## src/rtl/async_fifo_read_port.sv

```systemverilog
// rtl/async_fifo_read_port.sv - read-domain half of the async FIFO (optional FIFO_POINTER_CHECK_EN pointer check)
module async_fifo_read_port #(
    parameter int ADDR_WIDTH = 4,
    parameter int DATA_WIDTH = 16
) (
    input  logic                  destination_clock,
    input  logic                  reset,
    input  logic [ADDR_WIDTH:0]   write_pointer,
    output logic [ADDR_WIDTH:0]   read_pointer,
    output logic                  ram_read_enable,
    output logic [ADDR_WIDTH-1:0] ram_read_address,
    input  logic [DATA_WIDTH-1:0] ram_read_data,
    output logic                  out_valid,
    input  logic                  out_ready,
    output logic [DATA_WIDTH-1:0] out_data,
    output logic                  empty,
    output logic [ADDR_WIDTH+1:0] level,
    output logic                  pointer_error
);

    localparam int LW = ADDR_WIDTH + 2;
    localparam int PW = ADDR_WIDTH + 1;

    logic [1:0]            buf_count;
    logic                  inflight;
    logic [DATA_WIDTH-1:0] buf_head;
    logic [DATA_WIDTH-1:0] buf_tail;
    logic                  available;
    logic                  pop;
    logic                  issue;
    logic [2:0]            occupancy;
    logic [ADDR_WIDTH:0]   pointer_diff;

    // Issue a RAM read only when the skid buffer can still absorb the returning word.
    always_comb begin
        available    = (write_pointer != read_pointer);
        pop          = out_valid && out_ready;
        occupancy    = {1'b0, buf_count} + {2'b00, inflight} - {2'b00, pop};
        issue        = available && (occupancy < 3'd2);
        pointer_diff = write_pointer - read_pointer;
    end

    assign ram_read_enable  = issue;
    assign ram_read_address = read_pointer[ADDR_WIDTH-1:0];
    assign out_valid        = (buf_count != 2'd0);
    assign out_data         = buf_head;
    assign empty            = !available && !inflight && (buf_count == 2'd0);
    assign level            = {1'b0, pointer_diff} + LW'(buf_count) + LW'(inflight);

    // Read pointer advances per issued read; inflight marks the word due from RAM next cycle.
    always_ff @(posedge destination_clock or posedge reset) begin
        if (reset) begin
            read_pointer <= '0;
            inflight     <= 1'b0;
        end else begin
            if (issue) begin
                read_pointer <= read_pointer + PW'(1);
            end
            inflight <= issue;
        end
    end

    // Two-entry skid buffer: head is presented, tail catches a word arriving while head is held.
    always_ff @(posedge destination_clock or posedge reset) begin
        if (reset) begin
            buf_count <= 2'd0;
            buf_head  <= '0;
            buf_tail  <= '0;
        end else begin
            case ({pop, inflight})
                2'b01: begin
                    if (buf_count == 2'd0) begin
                        buf_head <= ram_read_data;
                    end else begin
                        buf_tail <= ram_read_data;
                    end
                    buf_count <= buf_count + 2'd1;
                end
                2'b10: begin
                    buf_head  <= buf_tail;
                    buf_count <= buf_count - 2'd1;
                end
                2'b11: begin
                    if (buf_count == 2'd2) begin
                        buf_head <= buf_tail;
                        buf_tail <= ram_read_data;
                    end else begin
                        buf_head <= ram_read_data;
                    end
                end
                default: begin
                end
            endcase
        end
    end

`ifdef FIFO_POINTER_CHECK_EN
    localparam logic [ADDR_WIDTH:0] DEPTH = PW'(2 ** ADDR_WIDTH);

    logic [ADDR_WIDTH:0] previous_write_pointer;
    logic [ADDR_WIDTH:0] write_step;

    assign write_step = write_pointer - previous_write_pointer;

    // Sticky flag: the write pointer jumped by more than DEPTH or ran more than DEPTH ahead.
    always_ff @(posedge destination_clock or posedge reset) begin
        if (reset) begin
            previous_write_pointer <= '0;
            pointer_error          <= 1'b0;
        end else begin
            previous_write_pointer <= write_pointer;
            if ((write_step > DEPTH) || (pointer_diff > DEPTH)) begin
                pointer_error <= 1'b1;
            end
        end
    end
`else
    assign pointer_error = 1'b0;
`endif

endmodule
```

## config.mk

```make
export PLATFORM = sky130hd
export DESIGN_NAME = async_fifo_read_port
export DESIGN_NICKNAME = d
export VERILOG_FILES = /design/src/rtl/async_fifo_read_port.sv
export SDC_FILE = /design/constraint.sdc
export NUM_CORES = 1
export LEC_CHECK = 0
export ABC_AREA = 1
export BUFFER_PORTS_ARGS = -buffer_cell sky130_fd_sc_hd__buf_2
export CAP_MARGIN = 20
export CORE_MARGIN = 8
export CORE_UTILIZATION = 55
export DETAILED_ROUTE_END_ITERATION = 8
export GPL_TIMING_DRIVEN = 0
export PLACE_DENSITY = 0.78
export SETUP_SLACK_MARGIN = 0.4
export SLEW_MARGIN = 30
export SYNTH_ARGS = -nofsm -noshare
export SYNTH_HDL_FRONTEND = slang
export SYNTH_SLANG_ARGS = --single-unit
```

## constraint.sdc

```tcl
create_clock -name destination_clock -period 4.3 [get_ports destination_clock]
set_input_delay 0.215 -clock destination_clock [delete_from_list [all_inputs] [get_ports destination_clock]]
set_output_delay 0.215 -clock destination_clock [all_outputs]
set_load 0.05 [all_outputs]
```

; ---- Word level (Yosys, flattened, before mapping)
; Cells that the tools add are included.
[word_totals]
inputBits = 24
out_inout_bits = 35
elab_cells = 42
regBits = 40
[classes]
mux = 7
n_reduce_logical = 13
eq_ne = 8
add_sub_neg = 8
order_cmp = 1
[ops]
columns = cell, n
row1 = 16-bit two-way mux, 4
row2 = 16-bit one-hot mux with 3 select lines, 1
row3 = 16-bit one-hot mux with 2 select lines, 1
row4 = 5-bit by 2-bit adder with 6-bit output, 1
row5 = 6-bit by 1-bit adder with 6-bit output, 1
row6 = "2-bit == test, second input constant", 3
row7 = "2-bit inequality test, second input constant", 3
row8 = 2-bit nonzero test, 3
row9 = "5-bit by 1-bit adder with 5-bit output, second input constant", 1
row10 = 5-bit inequality test, 1
row11 = 5-bit subtractor, 1
row12 = 1-bit logical AND, 4
row13 = 2-bit one-hot mux with 2 select lines, 1
row14 = 2-bit by 1-bit adder with 3-bit output, 1
row15 = "3-bit by 2-bit less-than comparator with 1-bit output, second input constant", 1
row16 = 3-bit AND reduction, 1
row17 = 3-bit nonzero test, 1
row18 = 3-bit by 1-bit subtractor with 3-bit output, 1
row19 = "2-bit by 1-bit adder with 2-bit output, second input constant", 1
row20 = "2-bit by 1-bit == test with 1-bit output, second input constant", 1
row21 = 1-bit zero test, 2
row22 = 2-bit zero test, 1
row23 = 2-bit AND reduction, 1
row24 = "2-bit by 1-bit subtractor with 2-bit output, second input constant", 1

; ---- Logic depth before layout (Yosys ltp)
[depth]
depth_word = 5
mapped_depth = 14
mapped_depth_nobuf = 14

; ---- Worst setup path before layout
; OpenSTA, ideal clock, no wires.
[synth_timing]
path_kind = reg-to-output
start = reg read_pointer[0]
end = out level[2]
required_time_ns = 4.085
path_slack_ns = 1.360
n_path_buf = 0
path_stages_with_launch = 7
arrival_time_ns = 2.725
path_cell_list = dfrtp_1 ha_1 inv_1 fa_1 inv_1 fa_1 xor2_1
[synth_between]
elab_chain_len = 3
[synth_lines]
columns = element, line_no
row1 = from (decl), 9  ; output logic [ADDR_WIDTH:0] read_pointer,
row2 = from (signal assigned), 57  ; read_pointer <= read_pointer + PW'(1);
row3 = 5-bit subtractor, 40  ; pointer_diff = write_pointer - read_pointer;
row4 = 5-bit by 2-bit adder with 6-bit output, 48  ; assign level = {1'b0, pointer_diff} + LW'(buf_count) + LW'(inflight);
row5 = 6-bit by 1-bit adder with 6-bit output, 48
row6 = to (decl), 17  ; output logic [ADDR_WIDTH+1:0] level,
; No other way between the ends.

; ---- Final worst setup path
[layout_timing]
start = reg buf_count[1]
end = out ram_read_enable
[layout_between]
elab_chain_len = 5
elab_cells_between_ends = 6
classes_between = add/sub (2) / order compare (1) / reduce/logical (3)
[layout_lines]
columns = element, line_no
row1 = from (decl), 24  ; logic [1:0] buf_count;
row2 = from (signal assigned), 77  ; buf_count <= buf_count + 2'd1;
row3 = from (signal assigned), 81  ; buf_count <= buf_count - 2'd1;
row4 = branches (longest 2 deep; another with 2-bit by 1-bit adder with 3-bit output), n/a
row5 = 3-bit by 1-bit subtractor with 3-bit output (*), 38  ; occupancy = {1'b0, buf_count} + {2'b00, inflight} - {2'b00, pop};
row6 = 3-bit by 2-bit less-than comparator with 1-bit output (*), 39  ; issue = available && (occupancy < 3'd2);
row7 = 1-bit logical AND (*), 39
row8 = to (decl), 10  ; output logic ram_read_enable,
; Every way passes the cells marked *.

==> results.md <==
* Synth unique cells at 24
* Final setup vio count at 0
* Post-route DRC at 0
* Core area at 4320 sq um
* WL final at 5.28 mm
* Root buf cell: clkbuf_8
* Via density at 4.91
* Sequential fraction of the synthesis area at 41.0%
* Syn Inst Count at 308
* Layout cell share with drive strength beyond 1 at 26.7%
* RR Endpoint: read_pointer[3]$_DFFE_PP0P_
* Skew final at 6.90 ps
* CTS resizes at 0
* Ratio of final minimum period to clock period at 76.9%
* Unrepaired setup endpoints after global routing: no
* Syn Area/Cell at 7.93 sq um
* Initial DRC Count at 86
* Worst r2r path cells at 13
* Fin. Hold Viols at 0
* Hold path depth at 3
* Max frequency at 303 MHz
* Area growth, synth to finish at 20.0%
* Layout Nets at 412
* GRT Residual Overflow at 0
* Min Hold Slack at 135 ps
* Antenna diode count at 0
* Inserted Clock Buffers at 5
* Launch point of the worst path: buf_count[1]$_DFFE_PP0N_
* Slew Viols, Final at 0
* CP Cell Sequence: inv_2 > nand2_4 > nand2_4 > inv_1 > ha_1 > or2_2 > fa_1 > nand2_1 > nor2_1 > nand2_1 > inv_1 > buf_2
* CP endpoint kind: primary output
* Post-CTS setup repair buffer count at 0
* Site row count at 24
* Tot GR Track Use at 16.9%
* WS Path Type: reg -> out
* First-pass GRT wire length at 9.07 mm
* Largest net degree at the start of global routing at 29
* Worst path required time at 4090 ps
* Met3 routed WL at 327 um
* CTS Sinks at 40
* Fillcell total at 370
* Reg2Reg Setup Slack at 1560 ps
* H-tree depth at 2
* Die footprint at 6830 sq um
* Worst setup margin at 995 ps
* Vias in the first global route at 2116
* Setup TNS at 0 ps
* Initial antenna violation count at 0
* Setup crit start kind: flip-flop
* Vias at 2098
* Syn nets at 346
* Status: finished, final reports clean
* Final ANT Viol Nets at 0
* Worst-path maximum fanout at 8
* CP max stage delay at 490 ps
* IO Pins at 59
* M1 WL at 2.17 mm
* CP max stage cell: fa_1
* Max cap viols at 0
* Starting Density at 56.5%
* Top Metal Used: met4
* Gpl congestion at 0.763
* Synthesis Warnings at 0
* Crit path DAT at 3090 ps
* Final min period at 3310 ps
* 1st-pass router iterations at 4
* Mapped cell area at 2440 sq um
* R2R Path Start: buf_count[1]$_DFFE_PP0N_
* Die W at 82.6 um
* Clk buf depth at 2
* Clock transition at the registers of the reported paths at 80 ps
* Pre-CTS setup slack at 1290 ps
* Met2 Wirelength at 2.67 mm
* Post-detail-place hpwl at 4.07 mm
* Hold WC Path Type: in -> reg
* Die Y at 82.6 um
* IO Port Bufs at 57
* CTS tree: done
* Hold EP: buf_tail[10]$_DFFE_PP0P_
* WL/cell at 12.4 um
* Hold Path Origin: ram_read_data[10]
* Post-synthesis register bit count at 40
* Worst-Skew Late Latency at 290 ps
[sequential cells by signal, summed over array words and instances, names as in the netlist]
register / cells
inflight: 1
buf_tail: 16
buf_count: 2
read_pointer: 5
out_data: 16
[cells in the final DEF, fill, tap and decap left out, drive strengths merged, types with 3 or more instances in the layout]
cell type,Yosys,final
clkbuf,0,6
nand3,28,28
buf,13,71
inv,40,40
xnor2,3,3
a21oi,4,4
dfrtp,40,40
nand2,129,129
nor2,6,6
ha,10,10
o21ai,24,24
fa,4,4
xor2,4,4
[layer usage]
| metal | vias to the layer above | GRT usage, % |
|---|---|---|
| li1 | 1072 | - |
| met1 | 945 | 18.8 |
| met2 | 64 | 30.5 |
| met3 | 17 | 3.79 |
| met4 | 0 | 6.55 |
| met5 | - | 0 |
[metrics by stage]
stage | area (sq um) | cells | util (%)
floorplan | 2440 | 308 | -
global placement | 2790 | 417 | 64.6
detailed placement | 2810 | 418 | 65.0
CTS | 2930 | 427 | 67.7
global route | 2930 | 427 | 67.7
finish | 2930 | 427 | 67.7
[what timing repair did]
item,in CTS,in global routing
setup endpoints to repair,0,0
hold endpoints to repair,12,0
hold buffers,1,0
[cell usage after synthesis]
cell type | n | area, sq um
a21oi_1 | 4 | 20.0
buf_2 | 2 | 10.0
buf_4 | 5 | 37.5
buf_6 | 6 | 67.6
conb_1 | 1 | 3.75
dfrtp_1 | 40 | 1000
fa_1 | 4 | 80.1
ha_1 | 10 | 125
inv_1 | 38 | 143
inv_2 | 2 | 7.51
nand2_1 | 124 | 465
nand2_2 | 1 | 6.26
nand2_4 | 4 | 45.0
nand3_1 | 26 | 130
nand3_4 | 2 | 35.0
nor2_1 | 6 | 22.5
nor3_1 | 1 | 5.00
o21ai_0 | 9 | 45.0
o21ai_1 | 4 | 20.0
o21ai_2 | 10 | 87.6
o21ai_4 | 1 | 16.3
or2_2 | 1 | 6.26
xnor2_1 | 3 | 26.3
xor2_1 | 4 | 35.0
[cell families (layout without fill, tap and decap cells)]
logic type,after synthesis,after routing,synth area share (%)
AOI/OAI and AO/OA,28,28,7.74
DFF,40,40,41.0
adders and majority gates,14,14,8.41
buffers and inverters,53,120,10.9
xor gates and xnor gates,7,7,2.51
and+or+nand+nor,165,165,29.3
other,1,1,0.154
[final cells by class]
type / count / area [sq um] / share of cell area (%)
Buffer: 13 / 115 / 3.93
Timing Repair Buffer: 59 / 315 / 10.8
Inverter: 40 / 150 / 5.13
Clock buffer: 6 / 72.6 / 2.48
Tap cell: 52 / 65.1 / 2.22
Sequential cell: 40 / 1000 / 34.2
Clock inverter: 2 / 35.0 / 1.20
Multi-Input combinational cell: 215 / 1170 / 40.1
[worst max-delay path, delay by kind of cell (launching register included)]
family / cells / cell delay (ps)
adder cells (fa/ha/maj): 2 / 810
AND/OR/NAND/NOR: 6 / 790
flip-flops: 1 / 460
buffers and inverters: 4 / 740
[worst max-delay path by stage]
stage | to | cells after the start
final | ram_read_enable | 12
after global placement | ram_read_enable | 12
after global routing | ram_read_enable | 12
after floorplan | level[2] | 6
after detailed placement | ram_read_enable | 12
after CTS | ram_read_enable | 12
Power is not shown: default switching activity piles up to over one toggle a cycle in this logic, so the estimate is an artifact.
